## src/rtl/vec_to_phase.sv

```systemverilog
// vec_to_phase: iterative CORDIC (vectoring mode) that turns a signed
// (dx, dy) vector into a PHASE_W-bit phase, 2^PHASE_W steps per turn.
// One micro-rotation per clock; done pulses ITER+1 cycles after start.
// Optional: define VEC_TO_PHASE_MAG_EN to add the gain-compensated
// magnitude output mag (one extra multiplier, same latency).
module vec_to_phase #(
    parameter int IN_W    = 18,
    parameter int PHASE_W = 10,
    parameter int ITER    = 12
) (
    input  logic                   clk,
    input  logic                   reset,
    input  logic                   start,
    input  logic signed [IN_W-1:0] dx,
    input  logic signed [IN_W-1:0] dy,
    output logic                   busy,
    output logic                   done,
    output logic [PHASE_W-1:0]     phase
`ifdef VEC_TO_PHASE_MAG_EN
    ,
    output logic [IN_W:0]          mag
`endif
);

    localparam int          WW    = IN_W + 2;     // working width: negation + CORDIC gain
    localparam int          CW    = 4;            // iteration counter width (ITER <= 14)
    localparam int          SH    = 16 - PHASE_W;
    localparam logic [15:0] RND16 = 16'(1 << (15 - PHASE_W));

    typedef enum logic [1:0] {S_IDLE, S_ROT, S_FIN} state_t;

    state_t               r_state;
    state_t               w_next;
    logic signed [WW-1:0] r_x;
    logic signed [WW-1:0] r_y;
    logic [15:0]          r_z;
    logic [CW-1:0]        r_i;
    logic                 r_zero;
    logic                 r_done;
    logic [PHASE_W-1:0]   r_phase;

    logic                 w_load;
    logic                 w_last;
    logic signed [WW-1:0] w_dx_ext;
    logic signed [WW-1:0] w_dy_ext;
    logic signed [WW-1:0] w_xs;
    logic signed [WW-1:0] w_ys;
    logic signed [WW-1:0] w_x_rot;
    logic signed [WW-1:0] w_y_rot;
    logic [15:0]          w_z_rot;
    logic [15:0]          w_atan;

    // atan(2^-i) in 16-bit binary angle units (65536 per turn)
    function automatic logic [15:0] f_atan(input logic [CW-1:0] idx);
        case (idx)
            4'd0:    return 16'd8192;
            4'd1:    return 16'd4836;
            4'd2:    return 16'd2555;
            4'd3:    return 16'd1297;
            4'd4:    return 16'd651;
            4'd5:    return 16'd326;
            4'd6:    return 16'd163;
            4'd7:    return 16'd81;
            4'd8:    return 16'd41;
            4'd9:    return 16'd20;
            4'd10:   return 16'd10;
            4'd11:   return 16'd5;
            4'd12:   return 16'd3;
            4'd13:   return 16'd1;
            default: return 16'd0;
        endcase
    endfunction

    // state register
    always_ff @(posedge clk or posedge reset) begin
        if (reset) r_state <= S_IDLE;
        else       r_state <= w_next;
    end

    // next-state logic
    always_comb begin
        w_next = r_state;
        case (r_state)
            S_IDLE:  if (start)  w_next = S_ROT;
            S_ROT:   if (w_last) w_next = S_FIN;
            S_FIN:   w_next = S_IDLE;
            default: w_next = S_IDLE;
        endcase
    end

    // state-decoded outputs and strobes
    always_comb begin
        busy   = (r_state != S_IDLE);
        w_load = (r_state == S_IDLE) && start;
        w_last = (r_i == CW'(ITER - 1));
    end

    // one micro-rotation from the pre-update x/y, direction from sign of y
    always_comb begin
        w_dx_ext = $signed({{2{dx[IN_W-1]}}, dx});
        w_dy_ext = $signed({{2{dy[IN_W-1]}}, dy});
        w_xs     = r_x >>> r_i;
        w_ys     = r_y >>> r_i;
        w_atan   = f_atan(r_i);
        if (r_y[WW-1]) begin
            w_x_rot = r_x - w_ys;
            w_y_rot = r_y + w_xs;
            w_z_rot = r_z - w_atan;
        end else begin
            w_x_rot = r_x + w_ys;
            w_y_rot = r_y - w_xs;
            w_z_rot = r_z + w_atan;
        end
    end

    // datapath: pre-rotate on load, iterate in ROT, round phase in FIN
    always_ff @(posedge clk or posedge reset) begin
        if (reset) begin
            r_x     <= '0;
            r_y     <= '0;
            r_z     <= '0;
            r_i     <= '0;
            r_zero  <= 1'b0;
            r_done  <= 1'b0;
            r_phase <= '0;
        end else begin
            r_done <= (r_state == S_FIN);
            if (w_load) begin
                // left half-plane: rotate by a half turn so x starts non-negative
                if (dx[IN_W-1]) begin
                    r_x <= -w_dx_ext;
                    r_y <= -w_dy_ext;
                    r_z <= 16'd32768;
                end else begin
                    r_x <= w_dx_ext;
                    r_y <= w_dy_ext;
                    r_z <= '0;
                end
                r_i    <= '0;
                r_zero <= (dx == '0) && (dy == '0);
            end else if (r_state == S_ROT) begin
                r_x <= w_x_rot;
                r_y <= w_y_rot;
                r_z <= w_z_rot;
                r_i <= r_i + CW'(1);
            end else if (r_state == S_FIN) begin
                // a zero vector keeps y at 0, which counts as non-negative, so
                // z would climb through every table angle; force phase 0 instead
                r_phase <= r_zero ? '0 : PHASE_W'((r_z + RND16) >> SH);
            end
        end
    end

    assign done  = r_done;
    assign phase = r_phase;

`ifdef VEC_TO_PHASE_MAG_EN
    localparam int MW = IN_W + 1;
    localparam int PW = WW + 15;

    logic [MW-1:0] r_mag;

    // gain-compensated magnitude (x_final * 19899 / 2^15), captured with phase
    always_ff @(posedge clk or posedge reset) begin
        if (reset) begin
            r_mag <= '0;
        end else if (r_state == S_FIN) begin
            r_mag <= MW'((PW'($unsigned(r_x)) * PW'(19899)) >> 15);
        end
    end

    assign mag = r_mag;
`endif

endmodule
```

## config.mk

```make
export PLATFORM = sky130hd
export DESIGN_NAME = vec_to_phase
export DESIGN_NICKNAME = d
export VERILOG_FILES = /design/src/rtl/vec_to_phase.sv
export SDC_FILE = /design/constraint.sdc
export NUM_CORES = 1
export LEC_CHECK = 0
export ABC_CLOCK_PERIOD_IN_PS = 11400
export BUFFER_PORTS_ARGS = -buffer_cell sky130_fd_sc_hd__buf_2
export CAP_MARGIN = 10
export CORE_MARGIN = 2
export CORE_UTILIZATION = 50
export DETAILED_ROUTE_END_ITERATION = 16
export PLACE_DENSITY = 0.67
export RECOVER_POWER = 25
export SYNTH_ARGS = -nofsm -noshare
export SYNTH_HDL_FRONTEND = slang
export SYNTH_SLANG_ARGS = --single-unit
```

## constraint.sdc

```tcl
create_clock -name clk -period 11.4 [get_ports clk]
set_clock_uncertainty 0.1 [all_clocks]
set_input_delay 1.71 -clock clk [delete_from_list [all_inputs] [get_ports clk]]
set_output_delay 1.71 -clock clk [all_outputs]
set_load 0.005 [all_outputs]
```

==> metrics.csv <==
metric;value;unit
status;complete, but fails checks;
failing checks;capacitance limit, slew limit;
Reg clk slew, reported paths;0.07;ns
Worst Path Max Fanout;48;
Inserted Clock Buffers;9;
H-tree levels;3;
Rel. slew slack;-1.82;
asr flop ratio synth;1.00;
wire length on met2;13.2;mm
Worst EP arrival;6.41;ns
XOR/XNOR Fraction of Synth Area;0.103;
Max Used Layer;met5;
pre-CTS WS;5.24;ns
total of max-cap violations;3;
largest net degree at the start of global routing;75;
Die Y;146;microns
cell area after synthesis;0.0101;sq mm
Final Max Tran Viols;168;
worst-skew pair later-pin latency;0.36;ns
fillers;1870;
Slew @ Worst Pin;4.23;ns
Port-buffer cells;50;
total track usage;0.270;
Post-CTS Resized;0;
Mapped Cells;1238;
RSZ-0062 raised after global routing;false;
Main synth FF type;dfrtp_1;
final setup fails;0;
drt via density;6.32;
Die Area;0.0213;sq mm
initial antenna violation count;0;
most common cell after layout, fill and taps aside;nand2_1;
remaining routing DRC violations;0;
Avg Cell Area, Syn;8.14;sq um
Core Util, Final;0.545;
CTS sink count;74;
setup TNS;0;ns
hold buffer count at CTS;0;
DRT iter0 DRCs;929;
CP peak stage delay;0.68;ns
CTS tree;yes;
Hold WC Path Type;flip-flop to flip-flop;
Root Buffer;clkbuf_16;
Antenna Cells;0;
io pins;51;
area of the core;0.0196;sq mm
final wirelength;28.6;mm
WL/cell;19.0;microns
Req. time, crit path;11.58;ns
post-CTS setup buffers;0;
yosys warns;0;
CP Cell Sequence;buf_4, mux4_1, a22oi_2, o211ai_2, or4b_4, nor4_4, nand2_2, or3_1, mux2i_1, o221ai_1, ha_1, or3_1, o311ai_0, a21oi_1, a311oi_1, xnor2_1, a21oi_1, o22ai_1;
Finished Cell Area;0.0107;sq mm
Die W;146;microns
number of global-route vias before repair;8891;
Simple-Gate Fraction of Synth Area;0.194;
number of library cell types mapped by synthesis;79;
area fraction in compound gates after synthesis;0.228;
largest family of logic cells by synthesized area;compound AO/OA/AOI/OAI gates;
Crit. End Element;flip-flop;
Detail Route Antenna Nets;0;
sequential area share after synthesis;0.184;
slowest CP cell;mux4_1;
vias;9499;
Congestion Overflow GR;0;
Peak Freq;161;MHz
Nets;1344;
Final period util;0.546;
Fin. Hold Viols;0;
dpl hpwl;20.5;mm
Syn Nets;1348;
First-pass DRT Iterations;6;
Final Critical Period;6.23;ns
FF-to-FF setup slack;5.17;ns
initial core utilization;0.514;
CP Class;flip-flop to flip-flop;
GP Congestion;0.960;
placed cell area;0.0104;sq mm
share of cells above drive strength 1;0.122;
Post-synth EDFFs;0;
Final WS setup;5.17;ns
metal3 WL;1.97;mm
Max clock buf depth;2;
wire length on met1;12.5;mm
most frequent cells in the layout;123 x nand2_1, 101 x o21ai_0, 92 x nor2_1, 90 x a21oi_1, 70 x dfrtp_1;
Rows;51;
post-synthesis adder-cell area fraction;0.0904;
multiplexer share of the synthesized area;0.146;
first-pass GRT wire length;47.0;mm
synthesized flop and latch total;74;
area grow syn2layout;5.97;%
Setup crit start kind;flip-flop;
## final timing paths
path                       startpoint  endpoint  cells past startpoint
min                          phase[6]  phase[6]                      2
min in group asynchronous       reset    r_x[2]                      3
min reg2reg                  phase[6]  phase[6]                      2
max                            r_i[0]   r_x[19]                     18
max in group asynchronous       reset    r_i[1]                      3
max reg2reg                    r_i[0]   r_x[19]                     18
## sequential cells by signal, summed over array words and instances, names as in the netlist
signal	flops
phase	10
r_state	2
r_x	20
r_i	4
r_zero	1
done	1
r_y	20
r_z	16
## synthesized netlist by cell type (6+ instances only)
master	number	area, sq um
nor3b_1	6	45.0
or3_1	15	93.8
o22ai_1	8	50.1
mux2i_1	35	350
mux4_2	37	833
nand2b_1	15	93.8
a221oi_1	6	52.6
inv_1	42	158
a21o_1	11	82.6
dfrtp_1	74	1850
a22oi_1	8	60.1
nand3_1	43	215
nor3_1	35	175
o211ai_1	12	90.1
and2_1	9	56.3
or4_1	6	45.0
o41ai_1	7	61.3
or2_2	6	37.5
and3_1	11	68.8
nor2b_1	24	150
a31oi_1	11	68.8
o31ai_1	15	113
nand2_1	123	462
buf_2	11	55.1
mux2_2	13	146
a211oi_1	21	158
o21a_1	6	45.0
ha_1	68	851
a21oi_1	90	450
o21ai_0	101	505
xor2_1	62	543
nor2_1	92	345
xnor2_1	56	490
clkbuf_1	45	169
buf_4	11	82.6
## final cells by class
cell class	instances	area (sq um)	area share
clock buffer	9	225	0.0211
clock inverter	7	85.1	0.00797
inverter	44	166	0.0156
multi-input combinational	1043	7680	0.720
sequential	74	1860	0.174
tap	265	332	0.0311
timing repair buffer	62	329	0.0308
## layer usage
| metal | vias up | track usage |
|---|---|---|
| met4 | 2 | 0.104 |
| met1 | 4482 | 0.363 |
| met2 | 368 | 0.429 |
| met5 | - | 0.0250 |
| met3 | 61 | 0.0486 |
| li1 | 4586 | - |
## critical path, delay by kind of cell, from the launching register on
kind / cells / cell delay, ns
AND/OR/NAND/NOR: 5 / 1.88
AO/OA/AOI/OAI: 8 / 1.71
multiplexers: 2 / 0.83
buffers and inverters: 1 / 0.61
flip-flops: 1 / 0.55
adder cells (fa/ha/maj): 1 / 0.26
XOR/XNOR: 1 / 0.18
## cell families after synthesis
family / after synthesis
simple gates: 404
compound gates: 359
buf+inv: 121
xor+xnor: 118
mux: 91
flops: 74
fa+ha+maj: 71
## through the flow
| stage | instances | hold slack (ns) |
|---|---|---|
| 2_1_floorplan | 1238 | 0.355 |
| 3_3_place_gp | 1488 | 0.356 |
| 3_5_place_dp | 1488 | 0.365 |
| 4_1_cts | 1504 | 0.381 |
| 5_1_grt | 1504 | 0.408 |
| 6_report | 1504 | 0.372 |
Power is not shown: default switching activity piles up to over one toggle a cycle in this logic, so the estimate is an artifact.
